`src/rtl/riscv_pipeline_ctrl_pkg.sv`:
```
// Shared state encodings and helpers for the pipeline stall/flush sequencer.
package riscv_pipeline_ctrl_pkg;

    localparam logic [1:0] PIPE_ST_RUN      = 2'd0;
    localparam logic [1:0] PIPE_ST_MEM_WAIT = 2'd1;
    localparam logic [1:0] PIPE_ST_FLUSH    = 2'd2;

    localparam int unsigned FLUSH_CNT_W = 3;

    typedef struct packed {
        logic en;
        logic clr;
    } stage_ctrl_t;

    function automatic logic [31:0] sat_inc(input logic [31:0] v);
        return (v == 32'hFFFF_FFFF) ? v : v + 32'd1;
    endfunction

endpackage

```
`src/rtl/riscv_pipe_hazard_detect.sv`:
```
// Load-use hazard compare between the EX-stage load destination and ID-stage sources.
module riscv_pipe_hazard_detect (
    input  logic       i_ex_is_load,
    input  logic [4:0] i_ex_rd,
    input  logic [4:0] i_id_rs1,
    input  logic [4:0] i_id_rs2,
    input  logic       i_id_use_rs1,
    input  logic       i_id_use_rs2,
    output logic       o_load_use
);

    logic rs1_hit;
    logic rs2_hit;

    assign rs1_hit = i_id_use_rs1 && (i_id_rs1 == i_ex_rd);
    assign rs2_hit = i_id_use_rs2 && (i_id_rs2 == i_ex_rd);

    // x0 never carries a real dependency.
    assign o_load_use = i_ex_is_load && (i_ex_rd != 5'd0) && (rs1_hit || rs2_hit);

endmodule

```
`src/rtl/riscv_pipeline_ctrl.sv`:
```
// Stall/flush sequencer driving per-stage enable/clear pairs and the PC hold line.
// Optional RISCV_PIPE_PERF_EN adds saturating stall and flush event counters.
module riscv_pipeline_ctrl
    import riscv_pipeline_ctrl_pkg::*;
#(
    parameter int unsigned FLUSH_CYCLES = 1,
    parameter bit          TRAP_CLR_ALL = 1'b1
) (
    input  logic        i_clk,
    input  logic        i_rstn,
    input  logic [4:0]  i_id_rs1,
    input  logic [4:0]  i_id_rs2,
    input  logic        i_id_use_rs1,
    input  logic        i_id_use_rs2,
    input  logic [4:0]  i_ex_rd,
    input  logic        i_ex_is_load,
    input  logic        i_ex_br_taken,
    input  logic        i_trap,
    input  logic        i_dmem_req,
    input  logic        i_dmem_ack,
    output logic        o_pc_hold,
    output logic        o_ifid_en,
    output logic        o_ifid_clr,
    output logic        o_idex_en,
    output logic        o_idex_clr,
    output logic        o_exmem_en,
    output logic        o_exmem_clr,
    output logic        o_memwb_en,
    output logic        o_memwb_clr,
    output logic [1:0]  o_state
`ifdef RISCV_PIPE_PERF_EN
    ,
    output logic [31:0] o_stall_cnt,
    output logic [31:0] o_flush_cnt
`endif
);

    localparam logic [FLUSH_CNT_W-1:0] TRAP_RELOAD = FLUSH_CNT_W'(FLUSH_CYCLES - 1);
    localparam logic [FLUSH_CNT_W-1:0] BR_RELOAD   =
        (FLUSH_CYCLES > 1) ? FLUSH_CNT_W'(FLUSH_CYCLES - 2) : '0;
    localparam logic [1:0] REDIRECT_ST = (FLUSH_CYCLES > 1) ? PIPE_ST_FLUSH : PIPE_ST_RUN;

    logic [1:0]             state_q, state_d;
    logic [FLUSH_CNT_W-1:0] cnt_q, cnt_d;
    stage_ctrl_t            ifid, idex, exmem, memwb;
    logic                   pc_hold;
    logic                   load_use;
    logic                   dmem_wait;
    logic                   flush_evt;

    riscv_pipe_hazard_detect u_hazard (
        .i_ex_is_load (i_ex_is_load),
        .i_ex_rd      (i_ex_rd),
        .i_id_rs1     (i_id_rs1),
        .i_id_rs2     (i_id_rs2),
        .i_id_use_rs1 (i_id_use_rs1),
        .i_id_use_rs2 (i_id_use_rs2),
        .o_load_use   (load_use)
    );

    assign dmem_wait = i_dmem_req && !i_dmem_ack;

    always_comb begin
        ifid      = '{en: 1'b1, clr: 1'b0};
        idex      = '{en: 1'b1, clr: 1'b0};
        exmem     = '{en: 1'b1, clr: 1'b0};
        memwb     = '{en: 1'b1, clr: 1'b0};
        pc_hold   = 1'b0;
        state_d   = state_q;
        cnt_d     = cnt_q;
        flush_evt = 1'b0;

        if (i_trap) begin
            ifid.clr  = 1'b1;
            idex.clr  = 1'b1;
            if (TRAP_CLR_ALL) begin
                exmem.clr = 1'b1;
                memwb.clr = 1'b1;
            end
            state_d   = REDIRECT_ST;
            cnt_d     = TRAP_RELOAD;
            flush_evt = 1'b1;
        end else if (dmem_wait) begin
            // Freeze everything upstream of MEM and push a bubble into WB.
            pc_hold   = 1'b1;
            ifid.en   = 1'b0;
            idex.en   = 1'b0;
            exmem.en  = 1'b0;
            memwb.clr = 1'b1;
            state_d   = PIPE_ST_MEM_WAIT;
        end else if (i_ex_br_taken) begin
            ifid.clr  = 1'b1;
            idex.clr  = 1'b1;
            state_d   = REDIRECT_ST;
            cnt_d     = BR_RELOAD;
            flush_evt = 1'b1;
        end else begin
            if (state_q == PIPE_ST_FLUSH) begin
                ifid.clr = 1'b1;
                if (cnt_q == '0) begin
                    state_d = PIPE_ST_RUN;
                end else begin
                    cnt_d = cnt_q - 1'b1;
                end
            end else begin
                state_d = PIPE_ST_RUN;
            end
            if (load_use) begin
                pc_hold  = 1'b1;
                ifid.en  = 1'b0;
                idex.clr = 1'b1;
            end
        end
    end

    always_ff @(posedge i_clk or negedge i_rstn) begin
        if (!i_rstn) begin
            state_q <= PIPE_ST_RUN;
            cnt_q   <= '0;
        end else begin
            state_q <= state_d;
            cnt_q   <= cnt_d;
        end
    end

    assign o_pc_hold   = pc_hold;
    assign o_ifid_en   = ifid.en;
    assign o_ifid_clr  = ifid.clr;
    assign o_idex_en   = idex.en;
    assign o_idex_clr  = idex.clr;
    assign o_exmem_en  = exmem.en;
    assign o_exmem_clr = exmem.clr;
    assign o_memwb_en  = memwb.en;
    assign o_memwb_clr = memwb.clr;
    assign o_state     = state_q;

`ifdef RISCV_PIPE_PERF_EN
    logic [31:0] stall_cnt_q, flush_cnt_q;

    always_ff @(posedge i_clk or negedge i_rstn) begin
        if (!i_rstn) begin
            stall_cnt_q <= '0;
            flush_cnt_q <= '0;
        end else begin
            if (pc_hold) begin
                stall_cnt_q <= sat_inc(stall_cnt_q);
            end
            if (flush_evt) begin
                flush_cnt_q <= sat_inc(flush_cnt_q);
            end
        end
    end

    assign o_stall_cnt = stall_cnt_q;
    assign o_flush_cnt = flush_cnt_q;
`else
    logic unused_flush_evt;
    assign unused_flush_evt = flush_evt;
`endif

endmodule
```
`config.mk`:
```
export PLATFORM = sky130hd
export DESIGN_NAME = riscv_pipeline_ctrl
export DESIGN_NICKNAME = d
export VERILOG_FILES = /design/src/rtl/riscv_pipeline_ctrl_pkg.sv /design/src/rtl/riscv_pipe_hazard_detect.sv /design/src/rtl/riscv_pipeline_ctrl.sv
export SDC_FILE = /design/constraint.sdc
export NUM_CORES = 1
export LEC_CHECK = 0
export BUFFER_PORTS_ARGS = -buffer_cell sky130_fd_sc_hd__clkbuf_2
export CAP_MARGIN = 10
export CORE_AREA = 5 5 42 44
export DETAILED_ROUTE_END_ITERATION = 16
export DIE_AREA = 0 0 47 49
export PLACE_DENSITY_LB_ADDON = 0.25
export SYNTH_ARGS = -nofsm -noshare
export SYNTH_HDL_FRONTEND = slang
export SYNTH_SLANG_ARGS = --single-unit
```
`constraint.sdc`:
```
create_clock -name i_clk -period 3.99 [get_ports i_clk]
set_clock_uncertainty 0.2 [all_clocks]
set_input_delay 0.5985 -clock i_clk [delete_from_list [all_inputs] [get_ports i_clk]]
set_output_delay 0.5985 -clock i_clk [all_outputs]
set_load 0.01 [all_outputs]
```
==> key figures <==
Outcome
  – Status: complete, no violations

Global routing
  – Antenna violations before repair: 0
  – Global Route Usage Sum: 6.39%
  – Remaining Overflow, GRT: 0
  – Largest net degree at the start of global routing: 7
  – Vias in the first global route: 312
  – Global-route wire length before repair: 1.22 mm

Pwr
  – Switching share of power: 38.2%
  – Clock power share: 0%
  – Internal power: 0.0294 mW
  – Pleak: 0.222 nW
  – Maximum vdd drop: 31.0 uV
  – Flop pwr share: 22.8%
  – Comb power frac: 77.2%
  – Psw: 0.0181 mW
  – Tot Pwr: 0.0475 mW
  – PwrDens: 117 nW/um^2

Worst setup path
  – Max FO, Critical Path: 3
  – Setup crit end kind: output port
  – Worst path slowest cell: o41a_1
  – Cell family with most CP delay: compound AO/OA/AOI/OAI gates
  – Largest stage delay, worst path: 0.40 ns
  – Most used cell, CP: clkbuf_2
  – WS Path Type: in -> out
  – Crit path required time: 3.19 ns
  – CP cell instances: clkbuf_2 > xor2_1 > nor4_2 > a32oi_1 > o41a_1 > clkbuf_2
  – Worst Path Buf+Inv: 2
  – Worst Setup Start Kind: input pin
  – CP arrival: 1.85 ns

Clock network
  – Resized cells post-CTS: 0
  – Setup Buffers After CTS: 0
  – Reg clk slew, reported paths: 0 ns
  – CTS Hold Bufs: 0

Logic synthesis
  – Syn_area_per_cell: 7.98 um^2
  – Area of the mapped netlist: 255 um^2
  – Distinct cells, synth: 18
  – Area share of the largest cell type after synthesis: 27.5%
  – YS warnings: 0
  – Seq/Total Area, Yosys: 9.80%
  – Synth area leader: xor2_1
  – Synth Register Bits: 1
  – Syn Inst Count: 32
  – Mapped Nets: 56
  – Synth area leaders: xor2_1 (27%), buf_4 (12%), dfrtp_1 (9.8%)

STA
  – TNS Setup: 0 ns
  – Tmin final: 2.65 ns
  – Worst hold slack: 0.174 ns
  – Final Hold Vio Count: 0
  – Final setup violation count: 0
  – RSZ-0062 raised after global routing: false
  – Fin crit share: 66.4%
  – Slew Limit Fails: 0
  – Maximum clock rate: 378 MHz

Route
  – Pre-antenna DRT Iters: 2
  – Per-cell routed wire length: 10.1 um
  – Iteration-0 DRC count of the detailed router: 2
  – Via-per-instance ratio: 4.11
  – WL final: 764 um
  – Vias after detailed routing: 312
  – Post-DRT Antenna Nets: 0
  – DRC viols: 0

Run
  – Max-Cap Viols: 0

Finish
  – Area growth syn-to-layout: 58.8%
  – Share of layout cells above drive strength 1: 56.7%
  – Antenna diode count: 0
  – Layout Nets: 86
  – Filler cell count: 162
  – Commonest non-fill, non-tap cell in the layout: clkbuf_2
  – Most frequent cells in the layout: clkbuf_2 (32), xor2_1 (8)
  – Number of flip-flops in the largest register: 1

Placement
  – Detailed placer's ending HPWL: 740 um
  – IO buf count: 32
  – Placer Congestion: 0.663

Min path
  – Hold Path Class: in -> async

Floorplanning
  – Die ar.: 2300 um^2
  – Initial Utilization: 18.2%
  – Io pins: 35
  – Die Wd: 47 um
  – Core Box Area: 1400 um^2
  – Die H: 49 um
  – # rows: 14
==> power by group through the flow <==
stage          clock [mW]  combinational [mW]  sequential [mW]
6_report                0              0.0367           0.0108
5_1_grt                 0              0.0413           0.0108
4_1_cts                 0              0.0374           0.0108
3_5_place_dp            0              0.0372           0.0108
3_3_place_gp            0              0.0373           0.0108
2_1_floorplan           0              0.0193           0.0110
==> synthesized netlist by cell type, drive strengths merged <==
cell type / number
conb: 2
a32oi: 1
inv: 2
buf: 4
o21ai: 1
or4: 1
o41a: 1
and2: 1
xor2: 8
dfrtp: 1
o41ai: 1
o31ai: 1
xnor2: 2
nand2b: 2
a21oi: 1
or2: 1
nor4: 2
==> how the worst max path moves through the flow <==
stage	startpoint	to	slack, ns	cells after the start
3_3_place_gp	i_ex_rd[3]	o_pc_hold	1.32	6
5_1_grt	i_ex_rd[3]	o_pc_hold	1.20	6
2_1_floorplan	i_ex_rd[3]	o_pc_hold	1.52	4
6_report	i_ex_rd[3]	o_ifid_en	1.34	6
3_5_place_dp	i_ex_rd[3]	o_pc_hold	1.32	6
4_1_cts	i_ex_rd[3]	o_pc_hold	1.32	6
==> routing by layer <==
layer	GRT usage [%]	vias up	routed length (um)
met3	0.738	0	164
met2	10.2	28	306
met4	0	0	0
met5	0	-	0
li1	-	161	-
met1	9.59	123	293
==> through the flow <==
step                      setup slack, ns  utilization, %  cells  instance area [um^2]
after CTS                            1.32            28.9     76                   405
after global routing                 1.20            28.9     76                   405
final                                1.34            28.9     76                   405
after detailed placement             1.32            28.9     76                   405
after floorplan                      1.52               -     32                   255
after global placement               1.32            28.9     76                   405
==> area by class of cell <==
class	count	area, um^2	share of cell area (%)
repair buffers	32	160	39.5
flip-flops and latches	1	25.0	6.17
well taps	16	20.0	4.94
multi-input cells	25	193	47.5
inverters	2	7.51	1.85
==> logic make-up (layout without fill, tap and decap cells) <==
group           count (synthesis)  in the layout  synth area share, %
buf+inv                         6             34                 14.7
other cells                     2              2                 2.94
flops                           1              1                 9.80
compound gates                  6              6                 18.1
simple gates                    7              7                 20.1
xor+xnor                       10             10                 34.3
No activity file was read; power rests on OpenSTA's default activity.
